## config.mk

```make
export PLATFORM = sky130hd
export DESIGN_NAME = walu_arbiter
export DESIGN_NICKNAME = d
export VERILOG_FILES = /design/src/rtl/walu_pkg.sv /design/src/rtl/walu_arbiter_rr_picker.sv /design/src/rtl/walu_arbiter.sv
export SDC_FILE = /design/constraint.sdc
export NUM_CORES = 1
export LEC_CHECK = 0
export CELL_PAD_IN_SITES_DETAIL_PLACEMENT = 1
export CELL_PAD_IN_SITES_GLOBAL_PLACEMENT = 1
export CORE_ASPECT_RATIO = 0.9
export CORE_MARGIN = 1.5
export CORE_UTILIZATION = 23
export DETAILED_ROUTE_END_ITERATION = 6
export PLACE_DENSITY_LB_ADDON = 0.15
export SETUP_SLACK_MARGIN = 0.02
export SLEW_MARGIN = 10
export SYNTH_ARGS = -nofsm -noshare
export SYNTH_HDL_FRONTEND = slang
export SYNTH_SLANG_ARGS = --single-unit
```

## constraint.sdc

```tcl
create_clock -name clk -period 2.65 [get_ports clk]
set_clock_uncertainty 0.1 [all_clocks]
set_input_delay 0.6625 -clock clk [delete_from_list [all_inputs] [get_ports clk]]
set_output_delay 0.6625 -clock clk [all_outputs]
set_load 0.02 [all_outputs]
```

## src/rtl/walu_pkg.sv

```systemverilog
// Shared types for the walu datapath: data word, ALU opcode, and arbiter state.
package walu_pkg;

  localparam int DATA_W = 32;

  typedef logic [DATA_W-1:0] data_t;

  typedef enum logic [2:0] {
    OP_ADD = 3'd0,
    OP_SUB = 3'd1,
    OP_AND = 3'd2,
    OP_OR  = 3'd3,
    OP_XOR = 3'd4,
    OP_SLL = 3'd5,
    OP_SRL = 3'd6,
    OP_SLT = 3'd7
  } type_op;

  typedef enum logic [1:0] {
    IDLE = 2'd0,
    EXEC = 2'd1,
    RESP = 2'd2
  } arb_state_t;

  localparam int WALU_ARB_NREQ = 4;

endpackage

```

## src/rtl/walu_arbiter_rr_picker.sv

```systemverilog
// Combinational round-robin priority encoder: first set request at or above ptr,
// wrapping past NREQ-1 back to 0.
module rr_picker #(
  parameter  int NREQ = 4,
  localparam int IW   = (NREQ > 1) ? $clog2(NREQ) : 1
) (
  input  logic [NREQ-1:0] req,
  input  logic [IW-1:0]   ptr,
  output logic [NREQ-1:0] grant,
  output logic [IW-1:0]   idx
);

  int          cand;
  logic [IW-1:0] cand_idx;

  // Scan from farthest to nearest so the candidate closest to ptr overwrites the rest.
  always_comb begin
    grant    = '0;
    idx      = '0;
    cand     = 0;
    cand_idx = '0;
    for (int k = NREQ - 1; k >= 0; k--) begin
      cand = int'(ptr) + k;
      if (cand >= NREQ) cand = cand - NREQ;
      cand_idx = IW'(cand);
      if (req[cand_idx]) begin
        grant           = '0;
        grant[cand_idx] = 1'b1;
        idx             = cand_idx;
      end
    end
  end

endmodule

```

## src/rtl/walu_arbiter.sv

```systemverilog
// Round-robin sharing of one combinational ALU among NREQ requesters.
// Define WALU_ARB_STATS_EN to add the saturating op_count completion counter.
module walu_arbiter
  import walu_pkg::*;
#(
  parameter  int NREQ = WALU_ARB_NREQ,
  localparam int IW   = (NREQ > 1) ? $clog2(NREQ) : 1
) (
  input  logic            clk,
  input  logic            rst,
  input  logic [NREQ-1:0] req_valid,
  output logic [NREQ-1:0] req_ready,
  input  data_t           req_a [NREQ],
  input  data_t           req_b [NREQ],
  input  type_op          req_op [NREQ],
  output data_t           alu_a,
  output data_t           alu_b,
  output type_op          alu_op,
  input  data_t           alu_r,
  output logic [NREQ-1:0] rsp_valid,
  output data_t           rsp_r,
  input  logic [NREQ-1:0] rsp_ready
`ifdef WALU_ARB_STATS_EN
  ,
  output logic [31:0]     op_count
`endif
);

  arb_state_t      state, next_state;
  logic [IW-1:0]   ptr, id, win_idx;
  logic [NREQ-1:0] win_grant;
  data_t           res;
  logic            grant_fire;
  logic            done;

  rr_picker #(.NREQ(NREQ)) u_picker (
    .req   (req_valid),
    .ptr   (ptr),
    .grant (win_grant),
    .idx   (win_idx)
  );

  always_comb begin
    next_state = state;
    req_ready  = '0;
    rsp_valid  = '0;
    grant_fire = 1'b0;
    done       = 1'b0;
    case (state)
      IDLE: begin
        if (|req_valid) begin
          req_ready  = win_grant;
          grant_fire = 1'b1;
          next_state = EXEC;
        end
      end
      EXEC: next_state = RESP;
      RESP: begin
        rsp_valid[id] = 1'b1;
        if (rsp_ready[id]) begin
          done       = 1'b1;
          next_state = IDLE;
        end
      end
      default: next_state = IDLE;
    endcase
  end

  // Operand registers only load on a grant, keeping the ALU input steady through EXEC.
  always_ff @(posedge clk) begin
    if (rst) begin
      state  <= IDLE;
      ptr    <= '0;
      id     <= '0;
      alu_a  <= '0;
      alu_b  <= '0;
      alu_op <= type_op'(3'd0);
      res    <= '0;
    end else begin
      state <= next_state;
      if (grant_fire) begin
        alu_a  <= req_a[win_idx];
        alu_b  <= req_b[win_idx];
        alu_op <= req_op[win_idx];
        id     <= win_idx;
      end
      if (state == EXEC) res <= alu_r;
      if (done) ptr <= (id == IW'(NREQ - 1)) ? '0 : id + 1'b1;
    end
  end

  assign rsp_r = res;

`ifdef WALU_ARB_STATS_EN
  always_ff @(posedge clk) begin
    if (rst) begin
      op_count <= '0;
    end else if (done && (op_count != 32'hFFFF_FFFF)) begin
      op_count <= op_count + 32'd1;
    end
  end
`endif

endmodule

```

# --- Word level (Yosys, flattened, before mapping) ---
# Index checks and enable logic that the tools add are counted.
totals:
  regBits: 105
  wordCells: 96
  out_inout_bits: 107
op_classes:
  addsub: 8
  bitwise: 1
  mux: 52
  magnitude_cmp: 15
  eq_ne: 5
  n_reduce_logical: 8
op_table:
  columns: ["op", "n"]
  rows:
  - ["$bmux W32 S2", 2]
  - ["$mux W32", 4]
  - ["$mux W4", 7]
  - ["$mux W2", 11]
  - ["$lt A2 B3 Y1 const B", 5]
  - ["$mux W1", 14]
  - ["$ge A3 B3 Y1 const B", 4]
  - ["$bmux W1 S2", 5]
  - ["$demux W1 S2", 5]
  - ["$ge A2 B1 Y1 const B", 5]
  - ["$sub A2 B1 Y2 const B", 4]
  - ["$add A2 B2 Y3 const B", 2]
  - ["$bmux W3 S2", 1]
  - ["$mux W3", 2]
  - ["$pmux W2 S3", 1]
  - ["$logic_and A1 B1 Y1", 5]
  - ["$eq A2 B2 Y1 const B", 2]
  - ["$ne A2 B2 Y1 const B", 2]
  - ["$reduce_or A4 Y1", 1]
  - ["$add A2 B1 Y3 const B", 1]
  - ["$ge A2 B3 Y1 const B", 1]
  - ["$not A2 Y3", 1]
  - ["$add A2 B1 Y2 const B", 1]
  - ["$eq A2 B1 Y1 const B", 1]
  - ["2 further kinds", 2]

# --- Depth between registers and ports, before layout ---
# Gate-level depths: netlist of run 1.
logic_depth:
  word_depth: 13
  mapped_depth: 13

# --- Cells and area by module ---
# A second synthesis of run 1 with hierarchy kept.
hier_totals:
  hier_cells: 640
  hier_area_um2: 6229.7
modules_own_cells:
  columns: ["mod", "n_inst", "area_each_um2", "cells_each"]
  rows:
  - ["walu_arbiter", 1, 5734.2, 580]
  - ["rr_picker", 1, 495.5, 60]

# --- Worst setup path before layout of run 1 ---
# Ideal clock, no wire load.
synth_path:
  path_type: "reg2out"
  startpoint: "register ptr[0]"
  endpoint: "output req_ready[0]"
  required_ps: 1887
  t_arrival_ps: 2387
  path_stages_with_launch: 11
  n_path_buf: 2
  slack_ps: -499
  cell_sequence: "dfxtp_1 -> buf_2 -> inv_1 -> ha_1 -> buf_4 -> mux2_4 -> nor2_1 -> a211oi_1 -> a221o_1 -> o211ai_1 -> a21oi_1"
synth_via:
  elab_chain_cells: 13
  word_cells_on_any_way: 49
  cone_classes: "add/sub (7); order compare (12); mux (26); reduce/logical (4)"
synth_rtl:
  columns: ["element", "line", "rtl"]
  rows:
  - ["from (decl)", "walu_arbiter.sv:30", "logic [IW-1:0] ptr, id, win_idx;"]
  - ["from (signal assigned)", "walu_arbiter.sv:88", "if (done) ptr <= (id == IW'(NREQ - 1)) ? '0 : id + 1'b1;"]
  - ["$add A2 B2 Y3", "walu_arbiter_rr_picker.sv:23", "cand = int'(ptr) + k;"]
  - ["$ge A3 B3 Y1 or $sub A2 B1 Y2 (tied branches)", "walu_arbiter_rr_picker.sv:24", "if (cand >= NREQ) cand = cand - NREQ;"]
  - ["$mux W2", "walu_arbiter_rr_picker.sv:24", null]
  - ["$lt A2 B3 Y1 (not written as such) or $ge A2 B1 Y1 (tied branches)", "walu_arbiter_rr_picker.sv:28", "grant[cand_idx] = 1'b1;"]
  - ["$logic_and A1 B1 Y1 (not written as such)", "walu_arbiter_rr_picker.sv:28", null]
  - ["$mux W1 (not written as such)", "walu_arbiter_rr_picker.sv:28", null]
  - ["$demux W1 S2", null, null]
  - ["$mux W4 (3 in series)", "walu_arbiter_rr_picker.sv:26", "if (req[cand_idx]) begin"]
  - ["$mux W4 (*)", "walu_arbiter_rr_picker.sv:26", null]
  - ["$mux W4 (*)", "walu_arbiter.sv:51", "if (|req_valid) begin"]
  - ["$mux W4 (*)", "walu_arbiter.sv:49", "case (state)"]
  - ["to (decl)", "walu_arbiter.sv:12", "output logic [NREQ-1:0] req_ready,"]
# Mark *: on every way between the ends. The rest lies on a longest branch, timed or not. The select of a mux whose other input is x is not followed.

# --- Final worst setup path of run 1 ---
layout_path:
  startpoint: "input req_valid[2]"
  endpoint: "output req_ready[3]"
layout_via:
  elab_chain_cells: 8
  word_cells_on_any_way: 15
  cone_classes: "mux (14); reduce/logical (1)"
layout_rtl:
  columns: ["element", "line", "rtl"]
  rows:
  - ["from (decl)", "walu_arbiter.sv:11", "input logic [NREQ-1:0] req_valid,"]
  - ["$bmux W1 S2", "walu_arbiter_rr_picker.sv:26", null]
  - ["$mux W1 (not written as such)", "walu_arbiter_rr_picker.sv:26", null]
  - ["$mux W4 (4 in series)", "walu_arbiter_rr_picker.sv:26", null]
  - ["$mux W4 (*)", "walu_arbiter.sv:51", null]
  - ["$mux W4 (*)", "walu_arbiter.sv:49", null]
# Marked as above.

==> reports/qor.txt, run 1 <==
Status: finished with violations
Failing checks: negative setup slack
Post-synthesis mux area share: 14.0%
Slowest stage cell on the critical path: mux4_2
CTS Buffer Depth: 2
Post-route ant nets: 0
Die W: 184 um
Hold Path Class: register to register
CP arrival: 2.29 ns
IO Pins: 417
Top cells by area, synth: dfxtp_1, mux2i_1, nand2_1, a22o_1, a311oi_1
Routed wire length: 34500 um
Synth Area in Simple Gates: 15.6%
Clock latency on the worst-skew pair: 0.37 ns
Final Max Tran Viols: 0
Number of library cell types mapped by synthesis: 44
Final setup TNS: -1.93 ns
Global-route wire length before repair: 50800 um
Via count: 8307
Max incr delay on CP: 0.52 ns
Detailed Route Iter0 Violations: 229
Worst slack at placement: -0.655 ns
Reg clk slew, reported paths: 0.10 ns
Setup violations, final: 17
Hold Slack: 0.357 ns
Peak Freq: 328 MHz
Clock Root Buffer: clkbuf_16
Synth Area in Compound Gates: 31.0%
DRC errors left: 0
# Max-Cap Violations: 0
Post-synth EDFFs: 0
WP data required: 1.89 ns
Pwr per Cell Area: 486 nW/um2
Core area: 28900 um2
Peak VDD IR: 0.349 mV
Synth Area in Adders: 2.03%
Post-synth design cell area: 6770 um2
CTS tree: yes
Async set-reset flop share out of synthesis: 0%
Layout area overhead: 95.9%
RSZ-0062 raised after global routing: yes
Synth top area share: 31.1%
Avg WL per Cell: 20.7 um
Die ar.: 30500 um2
Hpwl dp: 24300 um
Dpl cells: 1625
Clock sink count: 105
Initial Util: 23.4%
Worst slew pin tran: 0.597 ns
GRT Util Overall: 21.4%
Antenna diodes: 0
Cell count after synthesis: 817
Hold Buf Count CTS: 0
Die height: 166 um
H-tree Lvls: 3
Yosys Warn Count: 0
Syn Area/Cell: 8.29 um2
Worst-path cell chain: clkdlybuf4s15_2 -> mux4_2 -> a211oi_4 -> a221o_1 -> o211ai_1 -> a21oi_2 -> buf_6
Largest family of logic cells by synthesized area: compound AO/OA/AOI/OAI gates
Vias in the first global route: 8523
Fin nets: 1585
Leak pwr: 0.00504 uW
Synth Net Count: 1138
Fin crit period: 3.05 ns
Seq/Total Area, Yosys: 31.1%
CP Launch Type: input port
Slew margin rel.: 60.2%
Prevailing post-synth register cell: dfxtp_1
GRT Residual Overflow: 0
Xor/xnor share of the synthesized area: 0%
# port buffers: 416
Largest net degree at the start of global routing: 45
Final period utilization: 115%
Final hold vios: 0
Synth area leader: dfxtp_1
Row cnt: 59
CTS Buf Count: 9
Crit-path max FO: 4
Final Util: 45.8%
Vias per inst: 4.99
Iteration count of the initial detailed-routing pass: 4
Seq cells post-synth: 105
Share of post-route cells with drive strength above 1: 17.3%
GP Congestion: 0.794
Fillers: 3278
Critical path capture point type: primary output
Antenna violations before repair: 0
Final worst slack: -0.401 ns
Final cell count without fillers: 1665
Kind of critical path: input port to primary output
## state kept, by name, indices dropped and copies added, names as in the netlist
signal	cells
rsp_r	32
alu_op	3
id	2
ptr	2
state	2
alu_b	32
alu_a	32
## timing repair
action	4_1_cts	5_1_grt
gates cloned	6	4
setup endpoints to repair	75	75
setup buffers	7	10
endpoints found under the hold margin	0	0
gates resized for setup	52	86
pin swaps	29	31
## logic make-up after synthesis
kind of cell,count (synthesis)
and+or+nand+nor,270
adders and majority gates,11
AOI/OAI and AO/OA,255
buffers and inverters,86
DFF,105
muxes,90
## layer usage
layer / global-route usage [%] / vias to the layer above / share of wire, %
met1: 26.0 / 4051 / 42
met5: 0 / - / 0
met3: 5.35 / 33 / 6.8
met4: 4.45 / 0 / 1.7
met2: 37.8 / 255 / 49
li1: - / 3968 / -
## worst paths after layout
check	startpoint	endpoint	slack, ns	depth (start not counted)
worst min register to register	rsp_r[9]	rsp_r[9]	0.36	2
worst min-delay path	rsp_r[9]	rsp_r[9]	0.36	2
worst max-delay path	req_valid[2]	req_ready[3]	-0.40	7
worst max register to register	ptr[0]	alu_b[23]	-0.07	11
## synthesized netlist by cell type (2+ instances only)
| cell type | n |
|---|---|
| a221o_1 | 4 |
| buf_1 | 4 |
| inv_1 | 4 |
| a311oi_1 | 55 |
| buf_6 | 3 |
| buf_4 | 5 |
| a221oi_1 | 4 |
| a22o_1 | 55 |
| o21ai_2 | 2 |
| a211oi_1 | 5 |
| nor2_1 | 67 |
| mux4_2 | 2 |
| o21bai_1 | 12 |
| mux2i_1 | 81 |
| dfxtp_1 | 105 |
| a221oi_2 | 8 |
| o221ai_1 | 55 |
| nor2b_1 | 6 |
| mux2_2 | 3 |
| nor3_1 | 3 |
| nand2_1 | 184 |
| buf_2 | 27 |
| mux2_4 | 2 |
| nand2b_1 | 3 |
| o211ai_1 | 4 |
| and2_1 | 5 |
| a21oi_1 | 43 |
| ha_1 | 11 |
| clkbuf_1 | 40 |
## layout by cell type (no fill, tap or decap), types with 3 or more instances in the layout
cell / n
a21oi_1: 38
a21oi_2: 5
a221o_1: 4
a221oi_2: 10
a22o_1: 55
a311oi_1: 49
a311oi_2: 6
and2_1: 4
buf_12: 24
buf_16: 5
buf_4: 50
buf_6: 19
buf_8: 4
clkbuf_16: 12
clkdlybuf4s50_1: 403
dfxtp_1: 102
dfxtp_2: 3
dlymetal6s2s_1: 4
ha_1: 10
mux2_4: 4
mux2i_1: 46
mux2i_2: 12
mux2i_4: 24
nand2_1: 182
nand2b_1: 3
nor2_1: 64
nor2b_1: 4
o211ai_1: 4
o21ai_4: 3
o21bai_1: 12
o221ai_1: 48
o221ai_2: 7
## layout make-up
type	instances	area, um2	area share [%]
clock buffers	9	225	1.70
repair buffers	518	5510	41.5
well taps	396	495	3.74
multi-input cells	626	4820	36.3
inverters	4	15.0	0.113
clock inverters	7	96.3	0.727
flip-flops and latches	105	2110	15.9
## critical path: cells and delay by family
kind	cells	cell delay (ns)
AO/OA/AOI/OAI	4	0.76
multiplexers	1	0.52
buffers and inverters	2	0.34
## report_power, final
| group | total, uW | switching, uW | internal (uW) | leakage (uW) |
|---|---|---|---|---|
| Sequential | 1900 | 115 | 1780 | 0.000867 |
| Clock | 1520 | 822 | 701 | 0.000156 |
| Combinational | 3030 | 1390 | 1640 | 0.00401 |
| Total | 6450 | 2320 | 4130 | 0.00504 |
## per-stage QoR
| step | instance area [um2] | total power, uW |
|---|---|---|
| floorplan | 6840 | 3150 |
| global placement | 11900 | 4550 |
| detailed placement | 11900 | 4590 |
| CTS | 12700 | 6340 |
| global route | 13300 | 6780 |
| finish | 13300 | 6450 |
Power figures use the tool's default switching activity.
==> run 2: changes to the inputs <==
--- a/config.mk
+++ b/config.mk
@@ -11,6 +11,7 @@
 export CORE_MARGIN = 1.5
 export CORE_UTILIZATION = 23
 export DETAILED_ROUTE_END_ITERATION = 6
+export GPL_TIMING_DRIVEN = 1
 export PLACE_DENSITY_LB_ADDON = 0.15
 export SETUP_SLACK_MARGIN = 0.02
 export SLEW_MARGIN = 10
==> results of run 2 <==
Same layout as run 1: the final DEF is identical, and so are final timing and power.
